===== config.mk =====
export PLATFORM = sky130hd
export DESIGN_NAME = factorial_job_sequencer
export DESIGN_NICKNAME = d
export VERILOG_FILES = /design/src/rtl/factorial_job_sequencer_pkg.sv /design/src/rtl/factorial_job_sequencer_fact_req_fifo.sv /design/src/rtl/factorial_job_sequencer.sv
export SDC_FILE = /design/constraint.sdc
export NUM_CORES = 1
export LEC_CHECK = 0
export CORE_AREA = 8 8 143 198
export DETAILED_ROUTE_END_ITERATION = 10
export DIE_AREA = 0 0 151 206
export GPL_TIMING_DRIVEN = 0
export PLACE_DENSITY_LB_ADDON = 0.08
export SLEW_MARGIN = 20
export SYNTH_ARGS = -nofsm -noshare
export SYNTH_HDL_FRONTEND = slang
export SYNTH_SLANG_ARGS = --single-unit

===== constraint.sdc =====
create_clock -name clk_32b -period 3.04 [get_ports clk_32b]
set_input_delay 0.608 -clock clk_32b [delete_from_list [all_inputs] [get_ports clk_32b]]
set_output_delay 0.608 -clock clk_32b [all_outputs]
set_load 0.01 [all_outputs]

===== src/rtl/factorial_job_sequencer_pkg.sv =====
// ---------------------------------------------------------------------------
// factorial_job_sequencer_pkg
//   Shared definitions for the factorial job sequencer:
//     - FSM state encoding (3-bit enum)
//     - FACT_MAX_N_64B: largest N whose factorial fits in 64 bits
//     - RESULT_W / N_W: result and request widths
//     - small_fact(): locally computed result for the N <= 2 bypass path
// ---------------------------------------------------------------------------
package factorial_job_sequencer_pkg;

  localparam int FACT_MAX_N_64B = 20;
  localparam int RESULT_W       = 64;
  localparam int N_W            = 32;

  typedef enum logic [2:0] {
    ST_IDLE    = 3'd0,
    ST_LOAD    = 3'd1,
    ST_BYPASS  = 3'd2,
    ST_RUN     = 3'd3,
    ST_CAPTURE = 3'd4,
    ST_ABORT   = 3'd5,
    ST_GAP     = 3'd6,
    ST_OUT     = 3'd7
  } seq_state_t;

  // 0! = 1! = 1, 2! = 2; only called for N <= 2
  function automatic logic [RESULT_W-1:0] small_fact(input logic [N_W-1:0] n);
    return (n == 32'd2) ? 64'd2 : 64'd1;
  endfunction

endpackage


===== src/rtl/factorial_job_sequencer_fact_req_fifo.sv =====
// ---------------------------------------------------------------------------
// fact_req_fifo
//   Request queue for the factorial job sequencer. Power-of-two depth,
//   pointers wrap naturally modulo DEPTH.
// Ports:
//   clk_32b     in   clock
//   resetn_32b  in   asynchronous active-low reset (queue emptied)
//   push        in   write push_data (ignored when full)
//   push_data   in   WIDTH  entry to enqueue
//   pop         in   drop the head entry (ignored when empty)
//   head        out  WIDTH  current head entry
//   full        out  queue full (from registered count)
//   empty       out  queue empty
//   count       out  number of stored entries
// ---------------------------------------------------------------------------
module fact_req_fifo #(
  parameter int DEPTH = 4,
  parameter int WIDTH = 32
) (
  input  logic                     clk_32b,
  input  logic                     resetn_32b,
  input  logic                     push,
  input  logic [WIDTH-1:0]         push_data,
  input  logic                     pop,
  output logic [WIDTH-1:0]         head,
  output logic                     full,
  output logic                     empty,
  output logic [$clog2(DEPTH):0]   count
);

  localparam int PW = $clog2(DEPTH);
  localparam logic [PW:0] FULL_COUNT = DEPTH[PW:0];

  logic [WIDTH-1:0] mem [DEPTH];
  logic [PW-1:0]    wr_ptr;
  logic [PW-1:0]    rd_ptr;
  logic             push_ok;
  logic             pop_ok;

  // full comes from the registered count, so a pop does not open a slot
  // for a push in the same cycle
  assign full    = (count == FULL_COUNT);
  assign empty   = (count == '0);
  assign push_ok = push && !full;
  assign pop_ok  = pop && !empty;
  assign head    = mem[rd_ptr];

  always_ff @(posedge clk_32b) begin
    if (push_ok) mem[wr_ptr] <= push_data;
  end

  always_ff @(posedge clk_32b or negedge resetn_32b) begin
    if (!resetn_32b) begin
      wr_ptr <= '0;
      rd_ptr <= '0;
      count  <= '0;
    end else begin
      if (push_ok) wr_ptr <= wr_ptr + 1'b1;
      if (pop_ok)  rd_ptr <= rd_ptr + 1'b1;
      if (push_ok && !pop_ok)      count <= count + 1'b1;
      else if (pop_ok && !push_ok) count <= count - 1'b1;
    end
  end

endmodule


===== src/rtl/factorial_job_sequencer.sv =====
// ---------------------------------------------------------------------------
// factorial_job_sequencer
//   Upstream controller for the LUT factorial engine. Queues N requests,
//   runs them one at a time through the engine (or locally for N <= 2),
//   and presents each 64-bit result on a valid/ready port. eng_start is
//   always low for at least one cycle between jobs so the engine re-arms.
// Optional feature:
//   FACT_SEQ_OVERFLOW_GUARD_EN  when defined, N > 20 is aborted in LOAD
//                               (res_error=1, res_factorial=0) without
//                               starting the engine; otherwise N > 20 goes
//                               to the engine and the result wraps mod 2^64.
// Parameters:
//   FIFO_DEPTH      request queue entries (power of 2, >= 2)
//   TIMEOUT_CYCLES  cycles allowed in RUN before the job is aborted
// Ports:
//   clk_32b, resetn_32b            clock, async active-low reset
//   req_valid/req_n/req_ready      request in (32-bit N)
//   eng_source_number/eng_start    to engine
//   eng_factorial/eng_output_ready from engine
//   res_valid/res_n/res_factorial/res_error/res_ready  result out
//   busy                           job in flight or queue non-empty
// ---------------------------------------------------------------------------
module factorial_job_sequencer
  import factorial_job_sequencer_pkg::*;
#(
  parameter int FIFO_DEPTH     = 4,
  parameter int TIMEOUT_CYCLES = 64
) (
  input  logic                clk_32b,
  input  logic                resetn_32b,
  input  logic                req_valid,
  input  logic [N_W-1:0]      req_n,
  output logic                req_ready,
  output logic [N_W-1:0]      eng_source_number,
  output logic                eng_start,
  input  logic [RESULT_W-1:0] eng_factorial,
  input  logic                eng_output_ready,
  output logic                res_valid,
  output logic [N_W-1:0]      res_n,
  output logic [RESULT_W-1:0] res_factorial,
  output logic                res_error,
  input  logic                res_ready,
  output logic                busy
);

  localparam int TW = (TIMEOUT_CYCLES > 2) ? $clog2(TIMEOUT_CYCLES) : 1;
  localparam logic [TW-1:0] TO_LAST = TW'(TIMEOUT_CYCLES - 1);

  seq_state_t                   state;
  logic [N_W-1:0]               job_n;
  logic [TW-1:0]                timeout_cnt;
  logic                         alive;
  logic [N_W-1:0]               fifo_head;
  logic                         fifo_full;
  logic                         fifo_empty;
  logic [$clog2(FIFO_DEPTH):0]  fifo_count;
  logic                         fifo_push;
  logic                         fifo_pop;

  // req_ready stays low through reset and rises the first clock after release
  always_ff @(posedge clk_32b or negedge resetn_32b) begin
    if (!resetn_32b) alive <= 1'b0;
    else             alive <= 1'b1;
  end

  assign req_ready = alive && !fifo_full;
  assign fifo_push = req_valid && req_ready;
  assign fifo_pop  = (state == ST_LOAD);
  assign busy      = (state != ST_IDLE) || (fifo_count != '0);

  fact_req_fifo #(
    .DEPTH (FIFO_DEPTH),
    .WIDTH (N_W)
  ) u_fifo (
    .clk_32b    (clk_32b),
    .resetn_32b (resetn_32b),
    .push       (fifo_push),
    .push_data  (req_n),
    .pop        (fifo_pop),
    .head       (fifo_head),
    .full       (fifo_full),
    .empty      (fifo_empty),
    .count      (fifo_count)
  );

  // Job FSM. All engine and result outputs are registered here; result
  // registers are only written on the way out of BYPASS/CAPTURE/ABORT so
  // they stay stable while a result waits for res_ready.
  always_ff @(posedge clk_32b or negedge resetn_32b) begin
    if (!resetn_32b) begin
      state             <= ST_IDLE;
      job_n             <= '0;
      timeout_cnt       <= '0;
      eng_source_number <= '0;
      eng_start         <= 1'b0;
      res_valid         <= 1'b0;
      res_n             <= '0;
      res_factorial     <= '0;
      res_error         <= 1'b0;
    end else begin
      case (state)
        ST_IDLE: begin
          if (!fifo_empty && !res_valid) state <= ST_LOAD;
        end
        ST_LOAD: begin
          job_n             <= fifo_head;
          eng_source_number <= fifo_head;
          timeout_cnt       <= '0;
          if (fifo_head <= 32'd2) begin
            state <= ST_BYPASS;
`ifdef FACT_SEQ_OVERFLOW_GUARD_EN
          end else if (fifo_head > 32'(FACT_MAX_N_64B)) begin
            state <= ST_ABORT;
`endif
          end else begin
            state     <= ST_RUN;
            eng_start <= 1'b1;
          end
        end
        ST_BYPASS: begin
          res_n         <= job_n;
          res_factorial <= small_fact(job_n);
          res_error     <= 1'b0;
          res_valid     <= 1'b1;
          state         <= ST_OUT;
        end
        ST_RUN: begin
          // the engine's final add lands one cycle after output_ready,
          // so the result is sampled in CAPTURE rather than here
          if (eng_output_ready) begin
            state <= ST_CAPTURE;
          end else if (timeout_cnt == TO_LAST) begin
            state     <= ST_ABORT;
            eng_start <= 1'b0;
          end else begin
            timeout_cnt <= timeout_cnt + 1'b1;
          end
        end
        ST_CAPTURE: begin
          res_n         <= job_n;
          res_factorial <= eng_factorial;
          res_error     <= 1'b0;
          eng_start     <= 1'b0;
          state         <= ST_GAP;
        end
        ST_ABORT: begin
          res_n         <= job_n;
          res_factorial <= '0;
          res_error     <= 1'b1;
          eng_start     <= 1'b0;
          state         <= ST_GAP;
        end
        ST_GAP: begin
          res_valid <= 1'b1;
          state     <= ST_OUT;
        end
        ST_OUT: begin
          if (res_ready) begin
            res_valid <= 1'b0;
            state     <= ST_IDLE;
          end
        end
        default: state <= ST_IDLE;
      endcase
    end
  end

endmodule


* Word level (Yosys, flattened, before mapping)
Memories as Yosys holds them, arrays and structs flattened.
Cells that the tools add are included.
** Operators by class
- Multiplexer cells :: 22
- Reduce and logical (&&, ||, !) cells :: 31
- $add $sub $neg :: 5
- Order comparisons :: 1
- Equality and inequality tests :: 17
** Operators by type and width (count)
- $pmux 64 s3 :: 1
- $eq 32x2->1 const B :: 1
- $le 32x2->1 const B :: 1
- $mux 3 :: 6
- $pmux 3 s6 :: 1
- $eq 3x3->1 const B :: 5
- $mux 6 :: 2
- $ne 2x2->1 const B :: 6
- $pmux 6 s2 :: 1
- $reduce_bool 3->1 :: 4
- $reduce_bool 2->1 :: 4
- $logic_and 1x1->1 :: 7
- $mux 1 :: 7
- $add 6x1->6 const B :: 1
- $eq 3x2->1 const B :: 2
- $eq 6x6->1 const B :: 1
- $logic_not 3->1 :: 2
- $reduce_and 3->1 :: 2
- $reduce_or 2->1 :: 3
- $logic_not 1->1 :: 5
- $add 2x1->2 const B :: 2
- $pmux 1 s2 :: 2
- $reduce_and 4->1 :: 1
- $add 3x1->3 const B :: 1
- 8 further kinds :: 8
** Storage, ports and cells
- Input port bits :: 101
- RAM bits :: 128
- Output and inout port bits :: 133
- Memories :: 1
- Word-level logic and storage cells :: 89
- Bits in registers :: 148
** Memories
- u_fifo.mem :: words 4, bits a word 32, rd ports 1, clocked after memory_dff 0, write ports 1, RTL line factorial_job_sequencer_fact_req_fifo.sv:34 : logic [WIDTH-1:0] mem [DEPTH];

* Depth between registers and ports, before layout
Gate-level depths: netlist (run 1).
- Depth after elaboration :: 9
- Depth in mapped cells :: 10

* By module
From an unflattened synthesis (run 1), not the netlist that was laid out.
** Unflattened totals
- Cell total of the unflattened synthesis :: 655
- Area, all modules :: 10591.4 um^2
** Modules (own cells, without submodules)
- factorial_job_sequencer :: seq. area each 3528.4 um^2, cells each 451, area an instance 5496.5 um^2, times used 1
- fact_req_fifo :: seq. area each 4018.9 um^2, cells each 204, area an instance 5094.9 um^2, times used 1

* Least setup slack after synthesis (run 1)
Ideal clock, no wire load.
- Path type :: register to register
- Start :: register u_fifo.count[0]
- End :: register u_fifo.count[2]
- Setup slack :: 0.923 ns
- Library setup time :: 0.079 ns
- Stages on the path, launching flop included :: 10
- Required time :: 2.961 ns
- Arrival time :: 2.038 ns
- Path through :: dfrtp_1 > nor2_1 > a21boi_1 > and2_1 > ha_1 > inv_1 > fa_1 > xor2_1 > nor2_1 > xor2_1
** Between the ends
- Longest elaborated chain between the ends :: 8
** Ends and longest elaborated chain
- start: declaration :: RTL line factorial_job_sequencer_fact_req_fifo.sv:28 : output logic [$clog2(DEPTH):0] count
- start signal: assignment :: RTL line factorial_job_sequencer_fact_req_fifo.sv:60 : if (push_ok && !pop_ok) count <= count + 1'b1;
- start signal: assignment :: RTL line factorial_job_sequencer_fact_req_fifo.sv:61 : else if (pop_ok && !push_ok) count <= count - 1'b1;
- $eq 3x3->1 (*) :: RTL line factorial_job_sequencer_fact_req_fifo.sv:42 : assign full = (count == FULL_COUNT);
- $logic_not 1->1 (*) :: RTL line factorial_job_sequencer.sv:66 : assign req_ready = alive && !fifo_full;
- $logic_and 1x1->1 (*) :: RTL line factorial_job_sequencer.sv:66
- via req_ready :: RTL line factorial_job_sequencer.sv:33 : output logic req_ready,
- $logic_and 1x1->1 (*) :: RTL line factorial_job_sequencer.sv:67 : assign fifo_push = req_valid && req_ready;
- $logic_and 1x1->1 (*) :: RTL line factorial_job_sequencer_fact_req_fifo.sv:44 : assign push_ok = push && !full;
- via u_fifo.push_ok :: RTL line factorial_job_sequencer_fact_req_fifo.sv:37 : logic push_ok;
- $logic_not 1->1 :: RTL line factorial_job_sequencer_fact_req_fifo.sv:61
- $logic_and 1x1->1 :: RTL line factorial_job_sequencer_fact_req_fifo.sv:61
- $reduce_bool 2->1 (no line)
The timed path passes the listed nets; every way through them passes the cells marked *. The select of a mux whose other input is x is not followed.
A chain may end at the register's enable or synchronous reset.

* Final worst setup path (run 1)
- Start :: register state[1]
- End :: output busy
** Between the ends
- Longest elaborated chain between the ends :: 2
** Ends and longest elaborated chain
- start: declaration :: RTL line factorial_job_sequencer.sv:49 : seq_state_t state;
- start signal: assignment :: RTL line factorial_job_sequencer.sv:91 : state <= ST_IDLE;
- start signal: assignment :: RTL line factorial_job_sequencer.sv:103 : if (!fifo_empty && !res_valid) state <= ST_LOAD;
- start signal: assignment :: RTL line factorial_job_sequencer.sv:110 : state <= ST_BYPASS;
- $reduce_bool 3->1 :: RTL line factorial_job_sequencer.sv:69 : assign busy = (state != ST_IDLE) || (fifo_count != '0);
- $logic_or 1x1->1 :: RTL line factorial_job_sequencer.sv:69
- end: declaration :: RTL line factorial_job_sequencer.sv:43 : output logic busy
No other way between the ends.

==> results of run 1 <==
synth_stat cells (4+ instances only):
cell type	n
nor2_1	15
edfxtp_1	128
and3_1	5
nand3_1	4
a21oi_1	5
o21ai_0	4
clkbuf_1	27
mux4_2	32
nand2_1	106
nor3_1	6
inv_1	5
o21ai_1	5
nor4_1	13
a211oi_1	4
buf_2	4
dfrtp_1	148
mux2_1	32
ha_1	6
xnor2_1	8
nand4_1	4
a22o_1	63
metal layers:
layer,vias up,wire [µm],global-route usage
li1,2994,-,-
met1,3376,10500,0.203
met4,0,945,0.0670
met5,-,0,0
met3,59,2290,0.0388
met2,263,14600,0.331
state kept, by name, summed over array words and instances (netlist names), 2 cells and up:
name	count
state	3
job_n	32
res_factorial	64
u_fifo.count	3
u_fifo.wr_ptr	2
res_n	32
u_fifo.mem	128
u_fifo.rd_ptr	2
timeout_cnt	6
area by class of cell:
class	instances	area, µm²
buffer	35	170
clock buffer	37	744
clock inverter	15	134
fill	2055	11000
inverter	7	26.3
multi-input combinational	335	2730
sequential	276	7550
tap	319	399
timing repair buffer	238	2470
power by group through the flow:
stage / sequential, mW / combinational (mW) / clock, mW
floorplan: 5.99 / 2.23 / 0
global placement: 5.79 / 5.19 / 0
detailed placement: 5.84 / 5.33 / 0
CTS: 5.77 / 5.35 / 3.37
global route: 5.91 / 5.64 / 3.50
finish: 5.77 / 5.23 / 3.28
cell families (layout without fill, tap and decap cells):
group | Yosys count | count (layout) | synth area share
other cells | 1 | 1 | 0.000358
flops | 276 | 276 | 0.721
simple gates | 157 | 157 | 0.0640
fa+ha+maj | 7 | 7 | 0.00909
compound gates | 93 | 93 | 0.0719
mux | 67 | 67 | 0.106
xor+xnor | 10 | 10 | 0.00837
buf+inv | 43 | 332 | 0.0189
worst max-delay path by stage:
stage / endpoint / slack, ns / cells past startpoint
global route: eng_start$_DFFE_PN0P_ / 0.009 / 8
CTS: busy / 0.03 / 5
global placement: u_fifo.wr_ptr[0]$_DFFE_PN0P_ / -4.29 / 1
floorplan: u_fifo.count[2]$_DFFE_PN0P_ / 0.92 / 9
finish: busy / 0.19 / 4
detailed placement: eng_start$_DFFE_PN0P_ / 0.10 / 7
what timing repair did:
action,CTS,global route
endpoints found under the setup margin,1,2
buffers inserted,0,0
gates resized for setup,1,2
==> impl_metrics.toml, run 1 <==
[setup_path]
max_stage_delay_ns = 0.55
worstPathRequired_ns = 2.43
crit_path_end_kind = "output port"
crit_family = "buffers and inverters"
worst_ep_arrival_time_ns = 2.24
crit_fanout = 13
crit_path_start_kind = "flip-flop"
crit_type = "reg -> out"
ff2ff_setup_slack_ns = 0.19
crit_slowest_cell = "dfrtp_1"
crit_chain = "clkbuf_2 -> nor3_1 -> nand2_1 -> clkdlybuf4s50_1"
reg2reg_to = "eng_start$_DFFE_PN0P_"
r2r_start = "u_fifo.rd_ptr[1]$_DFFE_PN0P_"
reg2regPathDepth = 8
critPathLaunch = "state[1]$_DFFE_PN0P_"
critical_path_buf_inv_count = 2

[final_layout]
stdcell_count = 1262
final_cell_mix = "clkdlybuf4s50_1 (232), dfrtp_1 (148), edfxtp_1 (128)"
final_common_cell = "clkdlybuf4s50_1"
final_core_util = 0.564
final_area_um2 = 14200
diodes = 0
final_nets = 1029
areaGrowthSynthToFinish_pct = 35.9
final_layout_size_suffix_gt1_frac = 0.102

[sta]
fin_worst_skew_ns = 0.0111
post-route-period-util = 0.937
fmax_mhz = 351
finalMaxSlewViolations = 0
setup_slack_ns = 0.191
setup_viol = 0
hold_viol_final = 0
whs_ns = 0.00395
slew_headroom = 0.522
rsz0062_at_grt = "no"
setup_tns_ns = 0
min_period_ns = 2.85
tightest_slew_ns = 0.713

[pwr]
leakage_nw = 5.63
clockPowerShare = 0.229
p_sw_frac = 0.324
power.total_mw = 14.3
seqPwrFrac = 0.404
comb_power_share = 0.366
power_density_nw_per_um2 = 1000
intPower_mw = 9.64
p_switching_mw = 4.63
max-vdd-ir-drop_uv = 544

[logic_synthesis]
yosys.area.top_type = "edfxtp_1"
ys_warn_count = 0
synthFlopType = "dfrtp_1"
synthArstFlopShare = 0.536
synth-edff-count = 128
syn_area_per_cell_um2 = 16.0
synth_area_um2 = 10500
yosysSeqAreaShare = 0.721
syn_inst = 654
ys_ff_latch = 276
synthTopCellsByArea = "edfxtp_1 (37%), dfrtp_1 (35%), mux4_2 (6.9%), a22o_1 (5.3%), nand2_1 (3.8%)"
yosysUniqueCellTypes = 43
synth.net_count = 762
synth_top_area_share = 0.367

[clock_network]
cts_hold_buffers = 0
cts.sinks = 276
cts_tree = "yes"
htreeDepth = 1
numCtsBuffers = 28
clk_path_buf_depth = 3
clk_latency_ns = 0.54
root_buffer = "clkbuf_16"
cts.clk_slew.worst_paths_ns = 0.06

[floorplanning]
die_area_um2 = 31100
core_um2 = 25200
chipHeight_um = 206
dieWidth_um = 151
io_pins = 234
initial_core_util = 0.415
placementRows = 69

[place]
place.gp.congestion = 0.851
place_inst = 1211
place_ws_ns = 0.103
dp_hpwl_mm = 21.8
numPortBuffers = 233
postPlaceCellArea_um2 = 13300

[drt]
vias = 6692
drt-vias-per-instance = 5.30
drt_iter0_drc = 309
route.detailed.drc = 0
dr.pass1.iters = 4
antenna_left = 0
wl_mm = 28.4
wl_per_cell_um = 22.5

[grt]
grt_overflow = 0
grt_max_degree = 84
grt_pass1_wl_mm = 43.5
grt_use_total = 0.182
antenna_found_initial = 0
grt_pass1_vias = 7165

[min_path]
hold_path.class = "in -> async"

[flow_run]
cap_violations = 0

[outcome]
status = "finished, final reports clean"
Power figures use the tool's default switching activity.
==> run 2, diff against run 1 <==
- CAP_MARGIN: unset -> 20
- CTS_BUF_LIST: unset -> sky130_fd_sc_hd__clkbuf_4
==> run 2 against run 1 <==
Total power shrank 0.57%. Clock power shrank 2%. Flip-flop and latch count is the same. Core utilization grew 0.26 points. Sequential share of layout area shrank 0.23 points. Combinational power is essentially flat. Fmax shrank 1.7%. Die area is the same. Critical path depth is the same. Routed wire length grew 2.1%. Highest routed layer unchanged.
==> impl_metrics.toml, run 2 (synthesis results as in run 1) <==
[place]
numPortBuffers = 233
dp_hpwl_mm = 21.8
place.gp.congestion = 0.851
place_ws_ns = 0.103

[setup_path]
crit_path_start_kind = "flip-flop"
worstPathRequired_ns = 2.43
crit_fanout = 13
critPathLaunch = "state[1]$_DFFE_PN0P_"
crit_path_end_kind = "output port"
crit_type = "reg -> out"
worst_ep_arrival_time_ns = 2.29
r2r_start = "u_fifo.rd_ptr[1]$_DFFE_PN0P_"

[final_layout]
final_common_cell = "clkdlybuf4s50_1"
final_cell_mix = "clkdlybuf4s50_1 (232), dfrtp_1 (147), edfxtp_1 (128)"
largest_reg_flops = 128
final_nets = 1074
final_layout_size_suffix_gt1_frac = 0.169
top_regs = "u_fifo.mem: 128 flops, res_factorial: 64 flops"
final_core_util = 0.567
areaGrowthSynthToFinish_pct = 36.6
top_register = "u_fifo.mem"

[grt]
grt_max_degree = 84
grt_overflow = 0
antenna_found_initial = 2
grt_pass1_wl_mm = 44.3
grt_use_total = 0.188
grt_pass1_vias = 7634

[floorplanning]
dieWidth_um = 151
placementRows = 69
core_um2 = 25200
io_pins = 234
die_area_um2 = 31100
initial_core_util = 0.415
chipHeight_um = 206

[sta]
finalMaxSlewViolations = 0
fin_worst_skew_ns = 0.0556
slew_headroom = 0.536
post-route-period-util = 0.954
setup_viol = 0
tightest_slew_ns = 0.692
setup_tns_ns = 0
setup_slack_ns = 0.141
hold_viol_final = 0
fmax_mhz = 345
min_period_ns = 2.90

[clock_network]
cts.clk_slew.worst_paths_ns = 0.07
htreeDepth = 3
post-cts-setup-buffer-count = 0
root_buffer = "clkbuf_4"
cts_tree = "yes"
clk_latency_ns = 0.70
clk_path_buf_depth = 3
cts.sinks = 276
numCtsBuffers = 72

[flow_run]
cap_violations = 0

[min_path]
hold_path.class = "in -> async"

[pwr]
seqPwrFrac = 0.406
clockPowerShare = 0.225
leakage_nw = 5.76
power_density_nw_per_um2 = 993
p_switching_mw = 4.69
max-vdd-ir-drop_uv = 527
intPower_mw = 9.50
comb_power_share = 0.369
power.total_mw = 14.2
p_sw_frac = 0.330

[drt]
vias = 6946
antenna_left = 0
drt-vias-per-instance = 5.18
route.detailed.drc = 0
dr.pass1.iters = 4
drt_iter0_drc = 299
wl_mm = 29.0
wl_per_cell_um = 21.6

[outcome]
status = "finished, final reports clean"
run 2: timing repair:
item                       in CTS  in global routing
hold buffers                    1                  0
hold endpoints to repair       65                  0
setup endpoints to repair       1                  2
resized for setup               1                  3
run 2: final cells by class:
cell class	count	area [µm²]
Fill cell	2077	10900
Sequential cell	276	7550
Multi-Input combinational cell	335	2730
Timing Repair Buffer	239	2480
Clock buffer	112	841
Tap cell	319	399
Buffer	35	170
Clock inverter	15	83.8
Inverter	7	26.3
Antenna cell	3	7.51
run 2: layer usage:
| layer | wire [µm] | part of all wire | track usage | vias up |
|---|---|---|---|---|
| met5 | 0 | 0 | 0 | - |
| met4 | 818 | 0.028 | 0.0829 | 0 |
| met3 | 2620 | 0.090 | 0.0587 | 59 |
| met2 | 15100 | 0.52 | 0.336 | 292 |
| met1 | 10400 | 0.36 | 0.198 | 3457 |
| li1 | - | - | - | 3138 |
run 2: path summary, 6_finish.rpt:
check | endpoint | slack [ns] | cells after the start
max | busy | 0.14 | 4
min | res_factorial[18]$_DFFE_PN0P_ | 0.48 | 2
max reg2reg | eng_start$_DFFE_PN0P_ | 0.23 | 8
min reg2reg | res_n[28]$_DFFE_PN0P_ | 0.49 | 1
max in group asynchronous | state[1]$_DFFE_PN0P_ | 1.71 | 3
min in group clk_32b | res_n[28]$_DFFE_PN0P_ | 0.49 | 1
run 2: power groups by stage:
| stage | sequential [mW] | clock (mW) | combinational, mW |
|---|---|---|---|
| global route | 5.91 | 3.53 | 5.64 |
| floorplan | 5.99 | 0 | 2.23 |
| global placement | 5.79 | 0 | 5.19 |
| detailed placement | 5.84 | 0 | 5.33 |
| CTS | 5.78 | 3.32 | 5.34 |
| finish | 5.76 | 3.20 | 5.23 |
run 2: metrics by stage:
step           hold WS [ns]  std cells  cell area [µm²]
6_report              0.481       1341            14300
5_1_grt               0.465       1341            14300
4_1_cts               0.441       1338            14300
3_5_place_dp          0.481       1211            13300
3_3_place_gp          0.474       1206            13200
2_1_floorplan         0.312        654            10500
run 2: worst max-delay path, cell delays in order (launching register included):
cell             delay, ns
dfrtp_2               0.51
clkbuf_2              0.24
nor3_1                0.29
nand2_1               0.08
clkdlybuf4s50_1       0.50
